**src/rtl/serial_adder_pkg.sv**
```systemverilog
// serial_adder_pkg
//   Shared definitions for the bit-serial adder slice.
//   state_t : controller state encoding (IDLE, RUN).
package serial_adder_pkg;

   typedef enum logic {
      IDLE = 1'b0,
      RUN  = 1'b1
   } state_t;

endpackage

```
**src/rtl/serial_adder_if.sv**
```systemverilog
// serial_adder_if
//   Request/result bundle for serial_adder.
//   start, a, b           : request side, driven by the master
//   busy, done, sum, cout : status/result side, driven by the adder (slave)
interface serial_adder_if #(
   parameter int N = 8
);
   logic         start;
   logic [N-1:0] a;
   logic [N-1:0] b;
   logic         busy;
   logic         done;
   logic [N-1:0] sum;
   logic         cout;

   modport master (
      output start, a, b,
      input  busy, done, sum, cout
   );

   modport slave (
      input  start, a, b,
      output busy, done, sum, cout
   );
endinterface

```
**src/rtl/serial_adder_full_adder.sv**
```systemverilog
// full_adder
//   One-bit full adder built from two half-adder stages and an OR.
//   a, b, cin : addend bits and carry in
//   s, co     : sum bit and carry out
module full_adder (
   input  logic a,
   input  logic b,
   input  logic cin,
   output logic s,
   output logic co
);
   logic p1;
   logic g1;
   logic g2;

   // first half adder: a + b
   assign p1 = a ^ b;
   assign g1 = a & b;

   // second half adder: partial sum + cin
   assign s  = p1 ^ cin;
   assign g2 = p1 & cin;

   assign co = g1 | g2;
endmodule

```
**src/rtl/serial_adder.sv**
```systemverilog
// serial_adder
//   Bit-serial N-bit unsigned adder, LSB first, one bit per clock through a
//   single full_adder with the carry held in a flip-flop. Result is loaded in
//   parallel with a one-cycle done pulse, N clocks after the accepted start.
//   clk   : rising-edge clock
//   rst_n : asynchronous active-low reset
//   bus   : serial_adder_if slave (start/a/b in, busy/done/sum/cout out)
//
//   state | meaning
//   ------+-------------------------------------------------------------
//   IDLE  | waiting for start; sum/cout hold the last completed result
//   RUN   | one bit per edge; completion edge loads sum/cout, pulses done
module serial_adder
   import serial_adder_pkg::*;
#(
   parameter int N = 8
) (
   input  logic            clk,
   input  logic            rst_n,
   serial_adder_if.slave   bus
);
   localparam int              CNT_W = $clog2(N);
   localparam logic [CNT_W-1:0] LAST = CNT_W'(N - 1);

   state_t           state;
   logic [N-1:0]     sa;
   logic [N-1:0]     sb;
   logic [N-1:0]     sum_q;
   logic [CNT_W-1:0] cnt;
   logic             carry;
   logic             busy_q;
   logic             done_q;
   logic             cout_q;
   logic             fa_s;
   logic             fa_co;

   full_adder u_fa (
      .a   (sa[0]),
      .b   (sb[0]),
      .cin (carry),
      .s   (fa_s),
      .co  (fa_co)
   );

   // The bit of sa consumed each edge frees its MSB, so sa doubles as the
   // sum shift register: after N shifts it holds the completed sum.
   always_ff @(posedge clk or negedge rst_n) begin
      if (!rst_n) begin
         state  <= IDLE;
         sa     <= '0;
         sb     <= '0;
         sum_q  <= '0;
         cnt    <= '0;
         carry  <= 1'b0;
         busy_q <= 1'b0;
         done_q <= 1'b0;
         cout_q <= 1'b0;
      end else begin
         done_q <= 1'b0;
         case (state)
            IDLE: begin
               if (bus.start) begin
                  sa     <= bus.a;
                  sb     <= bus.b;
                  carry  <= 1'b0;
                  cnt    <= '0;
                  busy_q <= 1'b1;
                  state  <= RUN;
               end
            end
            RUN: begin
               sa    <= {fa_s, sa[N-1:1]};
               sb    <= {1'b0, sb[N-1:1]};
               carry <= fa_co;
               cnt   <= cnt + 1'b1;
               if (cnt == LAST) begin
                  sum_q  <= {fa_s, sa[N-1:1]};
                  cout_q <= fa_co;
                  done_q <= 1'b1;
                  busy_q <= 1'b0;
                  cnt    <= '0;
                  state  <= IDLE;
               end
            end
            default: state <= IDLE;
         endcase
      end
   end

   assign bus.busy = busy_q;
   assign bus.done = done_q;
   assign bus.sum  = sum_q;
   assign bus.cout = cout_q;
endmodule

```
**src/flat_wrapper.sv**
```systemverilog
// flat-port wrapper written by rule: the top's interface ports become plain ports
module serial_adder_flat import serial_adder_pkg::*;
#(
   parameter int N = 8
)
  (clk, rst_n, bus_start, bus_a, bus_b, bus_busy, bus_done, bus_sum, bus_cout);
  serial_adder_if #(.N(N)) bus_i ();
  input  logic clk;
  input  logic rst_n;
  input wire logic [$bits(bus_i.start)-1:0] bus_start;
  input wire logic [$bits(bus_i.a)-1:0] bus_a;
  input wire logic [$bits(bus_i.b)-1:0] bus_b;
  output wire logic [$bits(bus_i.busy)-1:0] bus_busy;
  output wire logic [$bits(bus_i.done)-1:0] bus_done;
  output wire logic [$bits(bus_i.sum)-1:0] bus_sum;
  output wire logic [$bits(bus_i.cout)-1:0] bus_cout;
  assign bus_i.start = bus_start;
  assign bus_i.a = bus_a;
  assign bus_i.b = bus_b;
  assign bus_busy = bus_i.busy;
  assign bus_done = bus_i.done;
  assign bus_sum = bus_i.sum;
  assign bus_cout = bus_i.cout;
  serial_adder #(.N(N)) u_core (.clk(clk), .rst_n(rst_n), .bus(bus_i));
endmodule
```
**config.mk**
```make
export PLATFORM = sky130hd
export DESIGN_NAME = serial_adder_flat
export DESIGN_NICKNAME = d
export VERILOG_FILES = /design/src/rtl/serial_adder_pkg.sv /design/src/rtl/serial_adder_if.sv /design/src/rtl/serial_adder_full_adder.sv /design/src/rtl/serial_adder.sv /design/src/flat_wrapper.sv
export SDC_FILE = /design/constraint.sdc
export NUM_CORES = 1
export LEC_CHECK = 0
export ABC_CLOCK_PERIOD_IN_PS = 1700
export BUFFER_PORTS_ARGS = -buffer_cell sky130_fd_sc_hd__buf_2
export CELL_PAD_IN_SITES_DETAIL_PLACEMENT = 2
export CELL_PAD_IN_SITES_GLOBAL_PLACEMENT = 2
export CORE_ASPECT_RATIO = 1.2
export CORE_MARGIN = 1
export CORE_UTILIZATION = 35
export DETAILED_ROUTE_END_ITERATION = 10
export GPL_TIMING_DRIVEN = 1
export PLACE_DENSITY_LB_ADDON = 0.05
export SYNTH_ARGS = -nofsm -noshare
export SYNTH_HDL_FRONTEND = slang
export SYNTH_SLANG_ARGS = --single-unit
```
**constraint.sdc**
```tcl
create_clock -name clk -period 1.7 [get_ports clk]
set_input_delay 0.085 -clock clk [delete_from_list [all_inputs] [get_ports clk]]
set_output_delay 0.085 -clock clk [all_outputs]
set_load 0.005 [all_outputs]
```
[Word-level counts from Yosys, hierarchy flattened]
Cells that the tools add are included.
Cells by class
  add/subtract/negate cells: 1
  equal/unequal tests: 3
  muxes and demuxes: 17
  bitwise gates (word level): 6
  reduce and logical (&&, ||, !) cells: 2
Operators with widths (count)
  8-bit case mux with 2 select lines: 2
  8-bit 2-to-1 mux: 2
  1-bit 2-to-1 mux: 7
  3-bit 2-to-1 mux: 2
  1-bit case mux with 2 select lines: 3
  3-bit case mux with 2 select lines: 1
  2-bit != test (second input constant): 2
  2-bit AND reduction: 2
  3-bit by 1-bit adder with 3-bit output (second input constant): 1
  3-bit equality test (second input constant): 1
  1-bit bitwise AND: 2
  1-bit XOR: 2
  1-bit NOT: 1
  1-bit bitwise OR: 1
Storage, ports and cells
  register bits: 32
  bits of input ports: 19
  output and inout bits: 11
  word-level logic and storage cells: 38

[Longest topological paths before layout]
Gate-level depths: netlist of the first run.
  word-level depth: 4
  depth in mapped cells: 4
  gate-level depth less buffers: 4

[By module]
Synthesis of the first run repeated with hierarchy kept, for this count alone.
Second synthesis, totals
  cell total of the unflattened synthesis: 111
  area, all modules: 1382.6 um^2
Modules (own cells, without submodules)
  serial_adder: times used 1, cells an instance 110, area each 1362.6 um^2, seq. area each 800.8 um^2
  full_adder: times used 1, cells an instance 1, area each 20.0 um^2, seq. area each 0.0 um^2

[Worst setup path before layout of the first run]
OpenSTA, ideal clock, no wires.
  kind: register to register
  from: register u_core.cnt[0]
  to: register u_core.cout_q, in the netlist u_core.bus.cout
  setup time: 0.125 ns
  arrival: 1.259 ns
  required time: 1.575 ns
  path slack: 0.316 ns
  stages on the path, launching flop included: 5
  path buffers: 0
  clock period less this slack: 1.384 ns
  cells stage by stage: dfrtp_1 ha_1 ha_1 nand2_4 mux2_4
On the way
  word-level cells in the longest chain between the ends: 2
RTL lines
  from (decl): RTL line serial_adder.sv:29  | logic [CNT_W-1:0] cnt;
  from (signal assigned): RTL line serial_adder.sv:75  | cnt <= cnt + 1'b1;
  3-bit equality test: RTL line serial_adder.sv:76  | if (cnt == LAST) begin
  2-bit AND reduction (no source line)
  to (signal assigned): RTL line serial_adder.sv:78  | cout_q <= fa_co;
  to (decl): RTL line serial_adder.sv:33  | logic cout_q;
No other way between the ends.
A chain may end at the register's enable or synchronous reset.

[Worst setup path after layout of the first run]
  from: register u_core.cnt[0]
  to: register u_core.sum_q[0], in the netlist u_core.bus.sum[0]
On the way
  word-level cells in the longest chain between the ends: 2
RTL lines
  3-bit equality test: RTL line serial_adder.sv:76
  2-bit AND reduction (no source line)
  to (signal assigned): RTL line serial_adder.sv:77  | sum_q <= {fa_s, sa[N-1:1]};
  to (decl): RTL line serial_adder.sv:28  | logic [N-1:0] sum_q;
No other way between the ends.

==> results_dict.tcl, run 1 <==
set metrics [dict create \
    timing.rr.start "u_core.cnt[0]" \
    dr.pass1.iters 4 \
    cp_max_fo 10 \
    power_switching_mw 0.999 \
    synth.area.mux_share_pct 21.4 \
    routedWlPerCell_um 14.9 \
    grt_pass1_wl_mm 5.04 \
    synth_compound_area_share_pct 8.33 \
    p_int_mw 2.00 \
    synth_most_common_cell "dfrtp_1" \
    syn_area_um2 1430 \
    place.gp.congestion 0.656 \
    layout_setup_ws_ns 0.225 \
    synth_common_cells "dfrtp_1, mux2i_1, nand2_1, o21ai_1, mux2_4" \
    startpoint_type "register" \
    post-place-ws_ns 0.227 \
    setup-violations-final 0 \
    die_w_um 60.3 \
    synth_area_per_cell_um2 12.7 \
    diodes 0 \
    synth_fp_nets 135 \
    fin_nets 168 \
    required_ns 1.86 \
    cp-end-kind "register" \
    initial_utilization_pct 36.5 \
    synthCells 112 \
    peakVddDrop_mv 0.603 \
    r2r_slack_ns 0.22 \
    die_area_um2 4340 \
    worst_slew_pin_slew_ns 0.732 \
    clk_path_buf_depth 2 \
    htreeDepth 2 \
    synth.ff_latch_count 32 \
    yosys_warnings 0 \
    grt_pass1_vias 1055 \
    grt_max_degree 33 \
    slew_headroom_pct 51.2 \
    yosysUniqueCellTypes 18 \
    crit_end "u_core.bus.sum[0]" \
    max_cap_violations 0 \
    pwr-share-clk_pct 20.0 \
    nFillCells 414 \
    ys_seq_area_share_pct 56.1 \
    synth_area_leaders "dfrtp_1, mux2i_1, mux2_4" \
    cts_resized 0 \
    route.detailed.drc 0 \
    power_density_nw_per_um2 1750 \
    clkLatencyLatePin_ns 0.28 \
    final_layout_size_suffix_gt1_share_pct 33.6 \
    synth_top_area_share_pct 56.1 \
    via_per_inst 4.87 \
    tns_ns 0 \
    cts_made_buffers 5 \
    ant_nets 0 \
    synth-edff-count 0 \
    num_rows 25 \
    r2r_cells 4 \
    area_delta_synth_final_pct 20.1 \
    rsz0062_at_grt "false" \
    synthSimpleGateAreaFrac_pct 6.31 \
    grt.total_usage_pct 15.8 \
    io_buffers 29 \
    finClkSkew_ns 0.00760 \
    crit_start "u_core.cnt[0]" \
    p_leak_nw 0.906 \
    async_reset_ff_share_pct 100 \
    outcome "finished clean" \
    p_sw_share_pct 33.3 \
    drtIter0Drc 38 \
    finalCriticalPeriod_ns 1.48 \
    synth_flop_cell "dfrtp_1" \
    vias 973 \
    combPwrFrac_pct 35.8 \
    cts_root_buf "clkbuf_8" \
    cts.clk_slew.worst_paths_ns 0.07 \
    synthAdderAreaFrac_pct 4.03 \
    arrival_ns 1.64 \
    p_seq_share_pct 44.3 \
    clock-sinks 32 \
    routed_wl_mm 2.99 \
    fmax_ghz 0.678 \
    timing.rr.end "u_core.bus.sum[0]" \
    worst-setup-path-type "reg2reg" \
    cts_tree "yes" \
    hold_viol 0 \
    whs_ns 0.0594 \
    ios 30 \
    dpl.hpwl_mm 1.97 \
    yosysTopAreaCell "dfrtp_1" \
    slew_viol_final 0 \
    synth-xor-area-share_pct 0 \
    synth_top_family_by_area "multiplexers" \
    finalCritPeriodShare_pct 86.8 \
    hold_path_class "in2reg" \
    core_um2 3910 \
    dieHeight_um 72.0 \
    overflow 0 \
    antenna_found_initial 0 \
]
## critical path: stages (launching register included)
cell and delay [ns]:
dfrtp_1 0.39, ha_1 0.22, ha_1 0.22, nand2_4 0.20
mux2_4 0.32
## repair_timing
action / CTS / global route
hold buffers: 1 / 0
buffers inserted: 0 / 0
endpoints found under the hold margin: 32 / 0
## per-stage QoR
stage	power [mW]	util (%)	std cells	cell area [um^2]
after floorplan	2.09	-	112	1430
after global placement	2.36	41.2	191	1610
after detailed placement	2.43	41.2	191	1610
after CTS	3.05	43.8	200	1710
after global routing	3.26	43.8	200	1710
final	3.00	43.8	200	1710
## layout make-up
| type | count | area (um^2) | share of cell area (%) |
|---|---|---|---|
| clock inverters | 2 | 10.0 | 0.584 |
| clock buffers | 6 | 82.6 | 4.82 |
| inverters | 3 | 11.3 | 0.657 |
| flip-flops and latches | 32 | 801 | 46.7 |
| multi-input cells | 71 | 572 | 33.4 |
| repair buffers | 32 | 170 | 9.93 |
| well taps | 54 | 67.6 | 3.94 |
## registers in the layout (all words and copies together) (netlist names)
| register | cells |
|---|---|
| u_core.bus.busy | 1 |
| u_core.sa | 8 |
| u_core.cnt | 3 |
| u_core.state | 1 |
| u_core.bus.done | 1 |
| u_core.sb | 8 |
| u_core.carry | 1 |
| u_core.bus.cout | 1 |
| u_core.bus.sum | 8 |
## cell usage in the layout, fill, tap and decap left out
cell / netlist / routed
buf_4: 3 / 2
clkinv_2: 0 / 2
clkbuf_8: 0 / 6
o21ai_1: 15 / 15
dfrtp_1: 32 / 32
nor3b_1: 1 / 1
nor2_1: 4 / 4
buf_2: 2 / 29
dlygate4sd3_1: 0 / 1
a32o_1: 1 / 1
nand2_1: 15 / 15
nand2_4: 1 / 1
o2bb2ai_1: 1 / 1
a22o_1: 2 / 2
mux2i_1: 17 / 17
mux2_4: 9 / 9
inv_1: 3 / 3
ha_1: 3 / 3
a21o_1: 1 / 1
fa_1: 1 / 1
## metal layers
layer  global-route usage [%]  part of all wire, %  wire length (um)  up-vias
met2                     27.1                   53              1600       22
met5                        0                    0                 0        -
met4                     6.20                  1.3                40        0
li1                         -                    -                 -      447
met3                     3.21                  3.4               102        5
met1                     19.0                   42              1250      499
## power by group through the flow
stage	clock, mW	combinational (mW)	sequential [mW]
global route	0.653	1.23	1.38
floorplan	0	0.793	1.30
global placement	0	1.03	1.32
detailed placement	0	1.09	1.34
finish	0.598	1.07	1.33
CTS	0.620	1.10	1.33
## worst min-delay path by stage
stage	endpoint	slack, ns	start	depth (start not counted)
after floorplan	u_core.bus.busy	-0.21	rst_n	0
after global placement	u_core.bus.done	0.19	rst_n	1
after detailed placement	u_core.bus.done	0.19	rst_n	1
after CTS	u_core.sb[7]	0.06	bus_b[7]	3
after global routing	u_core.sa[5]	0.1	bus_a[5]	3
final	u_core.sb[7]	0.06	bus_b[7]	3
## kinds of logic after synthesis
logic type      Yosys count
simple gates             21
buf+inv                   9
mux                      26
fa+ha+maj                 4
compound gates           20
flops                    32
Note: power is estimated with default switching activity, not from simulation.
==> run 2: changes to the inputs <==
--- a/config.mk
+++ b/config.mk
@@ -11,10 +11,11 @@
 export CELL_PAD_IN_SITES_GLOBAL_PLACEMENT = 2
 export CORE_ASPECT_RATIO = 1.2
 export CORE_MARGIN = 1
-export CORE_UTILIZATION = 35
+export CORE_UTILIZATION = 37
+export CTS_BUF_LIST = sky130_fd_sc_hd__clkbuf_8
 export DETAILED_ROUTE_END_ITERATION = 10
 export GPL_TIMING_DRIVEN = 1
-export PLACE_DENSITY_LB_ADDON = 0.05
+export PLACE_DENSITY = 0.87
 export SYNTH_ARGS = -nofsm -noshare
 export SYNTH_HDL_FRONTEND = slang
 export SYNTH_SLANG_ARGS = --single-unit
==> run 2 against run 1 <==
Against the previous run: die area shrank 5.2%; first-iteration DRC count shrank 74%; global-route usage grew 2.0 points; via count grew 0.21%; non-clock buffer count is the same; worst setup slack lost 0.025 ns; clock skew grew 0.0010 ns; sequential share of layout area shrank 0.34 points; fmax shrank 1.7%.
==> results_dict.tcl, run 2 (same netlist as run 1, synthesis figures left out) <==
set metrics [dict create \
    outcome "finished clean" \
    ant_nets 0 \
    final_cell_mix "dfrtp_1, buf_2, mux2i_1, nand2_1, o21ai_1" \
    dr.pass1.iters 3 \
    clk_path_buf_depth 2 \
    antenna_found_initial 0 \
    worst_slew_pin_slew_ns 0.714 \
    routed_wl_mm 3.20 \
    combPwrFrac_pct 34.5 \
    initial_utilization_pct 39.0 \
    htreeDepth 2 \
    grt_pass1_vias 1112 \
    io_buffers 29 \
    hold_viol 0 \
    finalCritPeriodShare_pct 88.2 \
    grt_pass1_wl_mm 5.33 \
    worst-setup-path-type "reg2reg" \
    die_w_um 58.7 \
    power_switching_mw 1.05 \
    peakVddDrop_mv 0.689 \
    power_density_nw_per_um2 1830 \
    cts.clk_slew.worst_paths_ns 0.07 \
    arrival_ns 1.68 \
    tns_ns 0 \
    required_ns 1.88 \
    p_int_mw 2.10 \
    cts_made_buffers 5 \
    vias 975 \
    via_per_inst 4.92 \
    drtIter0Drc 10 \
    die_area_um2 4110 \
    place.gp.congestion 0.688 \
    overflow 0 \
    cts_root_buf "clkbuf_8" \
    slew_headroom_pct 52.4 \
    power_mw 3.16 \
    cts_tree "yes" \
    pwr-share-clk_pct 23.0 \
    p_leak_nw 0.915 \
    p_sw_share_pct 33.4 \
    fin_nets 168 \
    rsz0062_at_grt "false" \
    fin_util_pct 47.1 \
    final_layout_size_suffix_gt1_share_pct 32.9 \
    setup-violations-final 0 \
    holdBufCountCts 1 \
    slew_viol_final 0 \
    cp-end-kind "register" \
    fmax_ghz 0.667 \
    route.detailed.drc 0 \
    grt_max_degree 33 \
    diodes 0 \
    cp_max_fo 10 \
    area_delta_synth_final_pct 20.9 \
    dieHeight_um 70.0 \
    max_cap_violations 0 \
    cts_resized 0 \
    clkLatencyLatePin_ns 0.29 \
    clock-sinks 32 \
    p_seq_share_pct 42.4 \
    finClkSkew_ns 0.00863 \
    grt.total_usage_pct 17.8 \
    hold_path_class "in2reg" \
    startpoint_type "register" \
    ios 30 \
    postCtsSetupBuffers 0 \
    num_rows 24 \
    dpl.hpwl_mm 2.24 \
    final_common_cell "dfrtp_1" \
    finalCriticalPeriod_ns 1.50 \
    core_um2 3660 \
    routedWlPerCell_um 16.1 \
]
run 2: cell types whose count changed in the layout (fill, tap and decap cells not counted), sizes merged:
cell    before  now
bufinv       0    1
clkbuf       6    5
inv          3    4
clkinv       2    1
run 2: metal layers:
metal	part of all wire, %	track usage, %
met3	4.9	5.74
met5	0	0
met2	53	30.7
met4	1.8	7.14
met1	41	19.9
run 2: worst paths after layout:
check,start,to,slack [ns],cells past startpoint
max in group asynchronous,rst_n,u_core.sb[6],0.86,2
worst min register to register,u_core.sb[1],u_core.sb[0],0.50,2
worst min-delay path,bus_b[7],u_core.sb[7],0.05,3
min in group asynchronous,rst_n,u_core.bus.done,0.38,2
worst max-delay path,u_core.cnt[0],u_core.bus.sum[7],0.20,4
worst max register to register,u_core.cnt[0],u_core.bus.sum[7],0.20,4
run 2: worst max-delay path, stage by stage, from the launching register on:
cell	delay (ns)
dfrtp_1	0.40
ha_1	0.24
ha_1	0.24
nand2_4	0.20
mux2_4	0.32
run 2: cell type report:
class	instances	area (um^2)
inverter	3	11.3
timing repair buffer	32	170
tap	52	65.1
clock buffer	5	68.8
multi-input combinational	71	572
sequential	32	801
clock inverter	3	38.8
fill	409	1940
run 2: power by group through the flow:
stage / registers, mW / clock network [mW] / logic (mW)
after floorplan: 1.30 / 0 / 0.793
after global placement: 1.32 / 0 / 1.02
after detailed placement: 1.36 / 0 / 1.10
after CTS: 1.35 / 0.748 / 1.12
after global routing: 1.38 / 0.765 / 1.22
final: 1.34 / 0.728 / 1.09
run 2: through the flow:
step | setup slack, ns | hold slack (ns) | instance area (um^2) | instances
floorplan | 0.316 | -0.211 | 1430 | 112
global placement | 0.273 | 0.168 | 1610 | 189
detailed placement | 0.191 | 0.187 | 1610 | 189
CTS | 0.182 | 0.0472 | 1730 | 198
global route | 0.167 | 0.0566 | 1730 | 198
finish | 0.200 | 0.0503 | 1730 | 198
==> run 3: changes to the inputs <==
--- a/config.mk
+++ b/config.mk
@@ -15,7 +15,7 @@
 export CTS_BUF_LIST = sky130_fd_sc_hd__clkbuf_8
 export DETAILED_ROUTE_END_ITERATION = 10
 export GPL_TIMING_DRIVEN = 1
-export PLACE_DENSITY = 0.87
+export PLACE_DENSITY_LB_ADDON = 0.12
 export SYNTH_ARGS = -nofsm -noshare
 export SYNTH_HDL_FRONTEND = slang
 export SYNTH_SLANG_ARGS = --single-unit
==> run 3 against run 2 <==
Against the previous run: final area shrank 0.87%; critical endpoint is now u_core.bus.sum[3]; critical path type unchanged; routed wire length grew 1.1%; non-clock buffer count is the same.
==> results_dict.tcl, run 3 (same netlist as run 1, synthesis figures left out) <==
set metrics [dict create \
    peakVddDrop_mv 0.537 \
    arrival_ns 1.67 \
    hold_path_class "in2reg" \
    dpl.hpwl_mm 2.17 \
    dr.pass1.iters 4 \
    p_leak_nw 0.906 \
    crit_chain "ha_1 > ha_1 > nand2_4 > mux2_4" \
    dpl_cell_area_um2 1610 \
    place_inst 189 \
    overflow 0 \
    initial_utilization_pct 39.0 \
    stdcell_count 198 \
    max_cap_violations 0 \
    fin_util_pct 46.7 \
    finalCriticalPeriod_ns 1.50 \
    postCtsSetupBuffers 0 \
    grt.total_usage_pct 18.9 \
    antenna_found_initial 0 \
    hold_viol 0 \
    post-place-ws_ns 0.210 \
    vias 980 \
    dieHeight_um 70.0 \
    fmax_ghz 0.667 \
    place.gp.congestion 0.687 \
    finClkSkew_ns 0.00484 \
    final_common_cell "dfrtp_1" \
    die_w_um 58.7 \
    cpPeakStageDelay_ns 0.40 \
    cts_made_buffers 5 \
    via_per_inst 4.95 \
    grt_max_degree 33 \
    rsz0062_at_grt "false" \
    ant_nets 0 \
    fin_area_um2 1710 \
    holdBufCountCts 1 \
    clk_path_buf_depth 2 \
    tns_ns 0 \
    grt_pass1_wl_mm 5.58 \
    core_um2 3660 \
    finalCritPeriodShare_pct 88.2 \
    crit_path_frequent_cell "ha_1" \
    ios 30 \
    final_cell_mix "dfrtp_1, buf_2, mux2i_1, nand2_1, o21ai_1" \
    critPathSlowestCell "dfrtp_1" \
    cp_max_fo 10 \
    route.detailed.drc 0 \
    routedWlPerCell_um 16.3 \
    power_density_nw_per_um2 1780 \
    cp-end-kind "register" \
    clock-sinks 32 \
    io_buffers 29 \
    outcome "finished clean" \
    cts_tree "yes" \
    fin_nets 168 \
    diodes 0 \
    setup-violations-final 0 \
    startpoint_type "register" \
    area_delta_synth_final_pct 19.9 \
    crit_family "adder cells" \
    layout_setup_ws_ns 0.201 \
    cts_resized 0 \
    drtIter0Drc 19 \
    worst_slew_pin_slew_ns 0.744 \
    htreeDepth 2 \
    worst-setup-path-type "reg2reg" \
    crit_buf_inv 0 \
    clkLatencyLatePin_ns 0.28 \
    nFillCells 399 \
    cts_root_buf "clkbuf_8" \
    slew_headroom_pct 50.4 \
    slew_viol_final 0 \
    final_layout_size_suffix_gt1_share_pct 33.6 \
    die_area_um2 4110 \
    r2r_slack_ns 0.20 \
    num_rows 24 \
    routed_wl_mm 3.23 \
    cts.clk_slew.worst_paths_ns 0.06 \
    required_ns 1.87 \
    grt_pass1_vias 1138 \
]
run 3: cell count changes in the layout (fill, tap and decap cells not counted):
cell,before,now
bufinv_16,1,0
clkbuf_8,5,6
clkinv_2,1,2
inv_1,4,3
run 3: final timing paths:
kind	start	endpoint	depth (start not counted)
min reg2reg	u_core.sb[4]	u_core.sb[3]	2
min in group asynchronous	rst_n	u_core.bus.sum[1]	2
max	u_core.cnt[0]	u_core.bus.sum[3]	4
min	bus_b[7]	u_core.sb[7]	3
max reg2reg	u_core.cnt[0]	u_core.bus.sum[3]	4
max in group asynchronous	rst_n	u_core.sb[6]	2
run 3: worst min-delay path: cells and delay by family:
kind          cells  cell delay, ns
mux               1            0.07
buf+inv           1            0.08
simple gates      1            0.08
run 3: area by class of cell:
cell class	instances	area (um^2)	area share, %
Multi-Input combinational cell	71	572	33.4
Sequential cell	32	801	46.8
Tap cell	52	65.1	3.80
Timing Repair Buffer	32	170	9.94
Inverter	3	11.3	0.658
Clock inverter	2	10.0	0.585
Clock buffer	6	82.6	4.82
run 3: metrics by stage:
| stage | total power [mW] | hold WS (ns) |
|---|---|---|
| 4_1_cts | 3.11 | 0.0621 |
| 2_1_floorplan | 2.09 | -0.211 |
| 3_5_place_dp | 2.45 | 0.193 |
| 5_1_grt | 3.30 | 0.0894 |
| 6_report | 3.04 | 0.0624 |
| 3_3_place_gp | 2.35 | 0.180 |
run 3: power by group:
group | internal [mW] | switching (mW) | total [mW]
logic | 0.579 | 0.531 | 1.11
clock network | 0.323 | 0.280 | 0.603
registers | 1.10 | 0.229 | 1.33
total | 2.00 | 1.04 | 3.04
run 3: layer usage:
metal	global-route usage (%)	vias to the layer above	wire length, um	share of wire [%]
li1	-	449	-	-
met5	0	-	0	0
met4	6.35	0	53	1.6
met2	32.6	22	1710	53
met3	5.56	6	151	4.7
met1	22.0	503	1320	41
